### src/rtl/truth_table_checker_cov.sv
// -----------------------------------------------------------------------------
// cov_tracker
// Records which of the four input indices have been sampled during a run.
//   i_clk, i_rst_n : clock and asynchronous active-low reset
//   i_clear        : clears coverage (start of a new run)
//   i_sample       : accepted sample this cycle
//   i_idx          : input index {a,b} of the sample
//   o_coverage     : registered coverage bitmap
//   o_all_covered  : coverage including this cycle's sample is complete
// -----------------------------------------------------------------------------
module cov_tracker (
    input  logic       i_clk,
    input  logic       i_rst_n,
    input  logic       i_clear,
    input  logic       i_sample,
    input  logic [1:0] i_idx,
    output logic [3:0] o_coverage,
    output logic       o_all_covered
);

    logic [3:0] r_cov;
    logic [3:0] w_cov_next;

    // The FSM must leave RUN on the same edge the last index is seen, so the
    // flag looks at the updated bitmap rather than the registered one.
    always_comb begin
        w_cov_next = r_cov;
        if (i_sample) begin
            w_cov_next = r_cov | (4'b0001 << i_idx);
        end
    end

    always_ff @(posedge i_clk or negedge i_rst_n) begin
        if (!i_rst_n) begin
            r_cov <= 4'h0;
        end else if (i_clear) begin
            r_cov <= 4'h0;
        end else begin
            r_cov <= w_cov_next;
        end
    end

    assign o_coverage    = r_cov;
    assign o_all_covered = &w_cov_next;

endmodule

### config.mk
export PLATFORM = sky130hd
export DESIGN_NAME = cov_tracker
export DESIGN_NICKNAME = d
export VERILOG_FILES = /design/src/rtl/truth_table_checker_cov.sv
export SDC_FILE = /design/constraint.sdc
export NUM_CORES = 1
export LEC_CHECK = 0
export CAP_MARGIN = 40
export CORE_AREA = 2 2 39 41
export DETAILED_ROUTE_END_ITERATION = 8
export DIE_AREA = 0 0 41 43
export HOLD_SLACK_MARGIN = 0.12
export PLACE_DENSITY = 0.45
export SYNTH_ARGS = -nofsm -noshare
export SYNTH_HDL_FRONTEND = slang
export SYNTH_SLANG_ARGS = --single-unit
export TNS_END_PERCENT = 1
### constraint.sdc
create_clock -name i_clk -period 1.25 [get_ports i_clk]
set_input_delay 0.1875 -clock i_clk [delete_from_list [all_inputs] [get_ports i_clk]]
set_output_delay 0.1875 -clock i_clk [all_outputs]
set_load 0.03 [all_outputs]
; Word-level counts from Yosys, hierarchy flattened
; Cells that the tools add are included.
[totals]
reg_bits = 4
latch_bits = 0
ramBits = 0
rom_bits = 0
in_bits = 6
out_inout_bits = 5
wordCells = 6
mem_count = 0
[op_classes]
add_sub_neg = 0
multipliers = 0
div = 0
order_cmp = 0
n_eq_ne = 0
shifts = 1
muxes = 2
bitwise = 1
n_reduce_logical = 1
[ops]
columns = operator, n
row1 = $mux W4, 2
row2 = $or A4 B4 Y4, 1
row3 = $reduce_and A4 Y1, 1
row4 = $shl A1 B2 Y4 const A, 1

; Longest topological paths before layout
; Gate-level depths: netlist (run 1).
[logic_depth]
word_depth = 4
mapped_depth = 4
depth_no_buf = 3

; Least setup slack after synthesis (run 1)
; OpenSTA, ideal clock, no wires.
[synth_path]
path_kind = reg-to-output
from = register r_cov[3] (netlist: o_coverage[3])
to = output port o_all_covered
arrival_time_ns = 1.408
required_ns = 1.062
setup_slack_ns = -0.346
stages_incl_launch_ff = 4
n_path_buf = 0
cell_sequence = dfrtp_1 nand2_2 o311a_1 a31oi_1
[synth_via]
elab_chain_len = 3
[synth_rtl]
columns = item, line
row1 = from (decl), 21  ; logic [3:0] r_cov;
row2 = from (signal assigned), 39  ; r_cov <= w_cov_next;
row3 = $or A4 B4 Y4, 29  ; w_cov_next = r_cov | (4'b0001 << i_idx);
row4 = $mux W4 *, 28  ; if (i_sample) begin
row5 = $reduce_and A4 Y1 *, 44  ; assign o_all_covered = &w_cov_next;
row6 = to (decl), 18  ; output logic o_all_covered
; Mark *: on every way between the ends. The rest lies on a longest branch, timed or not.

; Worst setup path in the final report (run 1)
; Ends and elaborated chain as after synthesis.

==> impl_metrics.py, run 1 <==
metrics = {
    "timing": {
        "finClkSkew_ns": 0,
        "finalHoldViolCount": 0,
        "worst_pin_slew_ns": 0.179,
        "fmax_ghz": 0.690,
        "fin_ws_ns": -0.199,
        "post-route-period-util_pct": 116,
        "finalSetupViolCount": 1,
        "grt_setup_unrepaired": "yes",
        "finalCriticalPeriod_ns": 1.45,
        "relSlewSlack_pct": 88.0,
        "final-max-slew-violation-count": 0,
    },
    "run_status": {
        "status": "finished with violations",
        "violations": "setup timing",
    },
    "critical_path": {
        "slowest_delay_ns": 0.35,
        "path_class": "flip-flop to output pin",
        "cp_max_fo": 2,
        "path_cells": "nand2_2 > o311a_1 > a31oi_4 > buf_6",
        "end_kind": "output pin",
        "critPathRequiredTime_ns": 1.06,
        "crit_slowest_cell": "dfrtp_2",
        "worstSetupStartpointType": "flip-flop",
        "path_buf_inv": 1,
        "cp.arrival_ns": 1.26,
        "critPathTopFamily": "compound AO/OA/AOI/OAI gates",
    },
    "finish": {
        "area_growth_pct": 95.7,
        "largest_reg_flops": 4,
        "postLayoutCoreUtil_pct": 28.8,
        "final_nets": 50,
        "drive_above_1_share_pct": 41.9,
        "n_antenna_cell": 0,
        "fin_area_um2": 399,
    },
    "global_routing": {
        "grt_pass1_wl_um": 1090,
        "gr-total-overflow": 0,
        "grt_max_degree": 7,
        "grt_use_met3_pct": 3.66,
        "grt.met2_usage_pct": 15.0,
        "grt_pass1_vias": 298,
        "met1_usage_pct": 8.44,
        "grt_usage_pct": 9.67,
        "top_usage_layer": "met2",
        "antenna_found_initial": 0,
    },
    "clock_network": {
        "cts_inserted_buffers": 3,
        "ctsLongestPathBuffers": 2,
        "cts-root-buf": "clkbuf_4",
        "htreeDepth": 1,
        "cts_setup_buffers": 0,
        "clk_latency_ns": 0.24,
        "clock_sinks": 4,
        "cts_tree": "done",
        "clk_pin_slew_ns": 0.04,
    },
    "yosys": {
        "ys_ff_latch": 4,
        "syn_area_um2": 204,
        "netlist_instances": 23,
        "synth_nets": 29,
        "yosys.cell_types.count": 9,
        "yosys_warnings": 0,
        "synth_seq_area_share_pct": 49.1,
        "syn_avg_cell_area_um2": 8.87,
    },
    "worst_hold_path": {
        "holdCritPathClass": "input port to async pin",
    },
    "drt": {
        "vias_per_cell": 4.37,
        "via_count": 258,
        "firstDrtPassIters": 2,
        "wirelength_um": 647,
        "drc_errors": 0,
        "wl_per_cell_um": 11.0,
        "postRouteAntennaNets": 0,
        "first_iter_violations": 4,
    },
    "placement": {
        "place.gp.congestion": 0.721,
        "dpl_cell_area_um2": 373,
        "place.port_buffers": 10,
        "dp_hpwl_um": 543,
    },
    "die": {
        "pin_count": 11,
        "initial_core_util_pct": 14.7,
        "die-area_um2": 1760,
        "die_w_um": 41,
        "core_area_um2": 1380,
        "num_rows": 14,
        "die_y_um": 43,
    },
    "power_and_ir_drop": {
        "powerDensity_nw_per_um2": 1000,
        "vdd_ir_drop_max_uv": 348,
        "leakagePower_nw": 0.182,
    },
    "flow_run": {
        "drv_cap": 0,
    },
}
-- stage by stage --
step | hold slack [ns] | TNS [ns] | cells | power (mW) | worst slack, ns
3_3_place_gp | 0.405 | -0.470 | 55 | 0.230 | -0.335
2_1_floorplan | -0.108 | -0.0358 | 23 | 0.177 | -0.0358
6_report | 0.148 | -0.199 | 59 | 0.399 | -0.199
4_1_cts | 0.145 | -0.258 | 59 | 0.412 | -0.258
3_5_place_dp | 0.406 | -0.468 | 55 | 0.230 | -0.349
5_1_grt | 0.145 | -0.263 | 59 | 0.433 | -0.263
-- report_power, final --
part / internal (mW) / leakage (nW) / switching, mW
logic: 0.0394 / 0.114 / 0.0419
clock network: 0.120 / 0.0150 / 0.0548
registers: 0.137 / 0.0525 / 0.00635
total: 0.296 / 0.182 / 0.103
-- kinds of logic (layout without fill, tap and decap cells) --
| group | Yosys count | after routing | share of synthesized area, % |
|---|---|---|---|
| AO/OA/AOI/OAI | 6 | 6 | 20.2 |
| AND/OR/NAND/NOR | 10 | 10 | 23.3 |
| flip-flops | 4 | 4 | 49.1 |
| buffers and inverters | 3 | 23 | 7.36 |
-- cell usage in the layout (no fill, tap or decap) --
master,instances
buf_4,11
nand2_1,2
buf_6,1
a31oi_1,4
inv_1,2
clkdlybuf4s50_1,2
dlygate4sd2_1,3
a31oi_4,1
nand2_2,1
dfrtp_1,3
o311a_1,1
nand4_1,3
clkbuf_1,1
clkbuf_4,3
dfrtp_2,1
nor2_1,4
-- cells in the mapped netlist --
| cell | instances | area [um^2] |
|---|---|---|
| a31oi_1 | 5 | 31.3 |
| buf_4 | 1 | 7.51 |
| dfrtp_1 | 4 | 100 |
| inv_1 | 2 | 7.51 |
| nand2_1 | 2 | 7.51 |
| nand2_2 | 1 | 6.26 |
| nand4_1 | 3 | 18.8 |
| nor2_1 | 4 | 15.0 |
| o311a_1 | 1 | 10.0 |
-- final timing paths --
kind                          startpoint             to  slack (ns)  cells past startpoint
max reg2reg                o_coverage[3]  o_coverage[3]        0.40                      3
min                              i_rst_n  o_coverage[0]        0.15                      1
max in group asynchronous        i_rst_n  o_coverage[3]        0.92                      1
min in group i_clk              i_idx[0]  o_coverage[3]        0.57                      4
max                        o_coverage[3]  o_all_covered       -0.20                      4
min reg2reg                o_coverage[0]  o_coverage[0]        0.57                      2
-- area by class of cell --
cell class                 instances  area, um^2
fill                             157         985
timing repair buffer              17         140
multi-input combinational         16         104
sequential                         4         101
clock buffer                       4        26.3
tap                               16        20.0
inverter                           2        7.51
-- timing repair --
item / CTS / global route
hold buffers: 0 / 0
endpoints found under the hold margin: 0 / 0
pin swaps: 2 / 1
setup endpoints to repair: 1 / 1
gates resized for setup: 4 / 0
-- per-layer routing --
layer,wire [um],up-vias
li1,-,127
met1,254,120
met2,329,11
met3,64,0
met4,0,0
met5,0,-
(Power assumes the default switching activity.)
==> run 2: changes to the inputs <==
--- a/config.mk
+++ b/config.mk
@@ -5,12 +5,12 @@
 export SDC_FILE = /design/constraint.sdc
 export NUM_CORES = 1
 export LEC_CHECK = 0
-export CAP_MARGIN = 40
 export CORE_AREA = 2 2 39 41
 export DETAILED_ROUTE_END_ITERATION = 8
 export DIE_AREA = 0 0 41 43
 export HOLD_SLACK_MARGIN = 0.12
 export PLACE_DENSITY = 0.45
+export SLEW_MARGIN = 40
 export SYNTH_ARGS = -nofsm -noshare
 export SYNTH_HDL_FRONTEND = slang
 export SYNTH_SLANG_ARGS = --single-unit
==> results of run 2 <==
No change in the layout: final DEF, timing and power equal those of run 1.
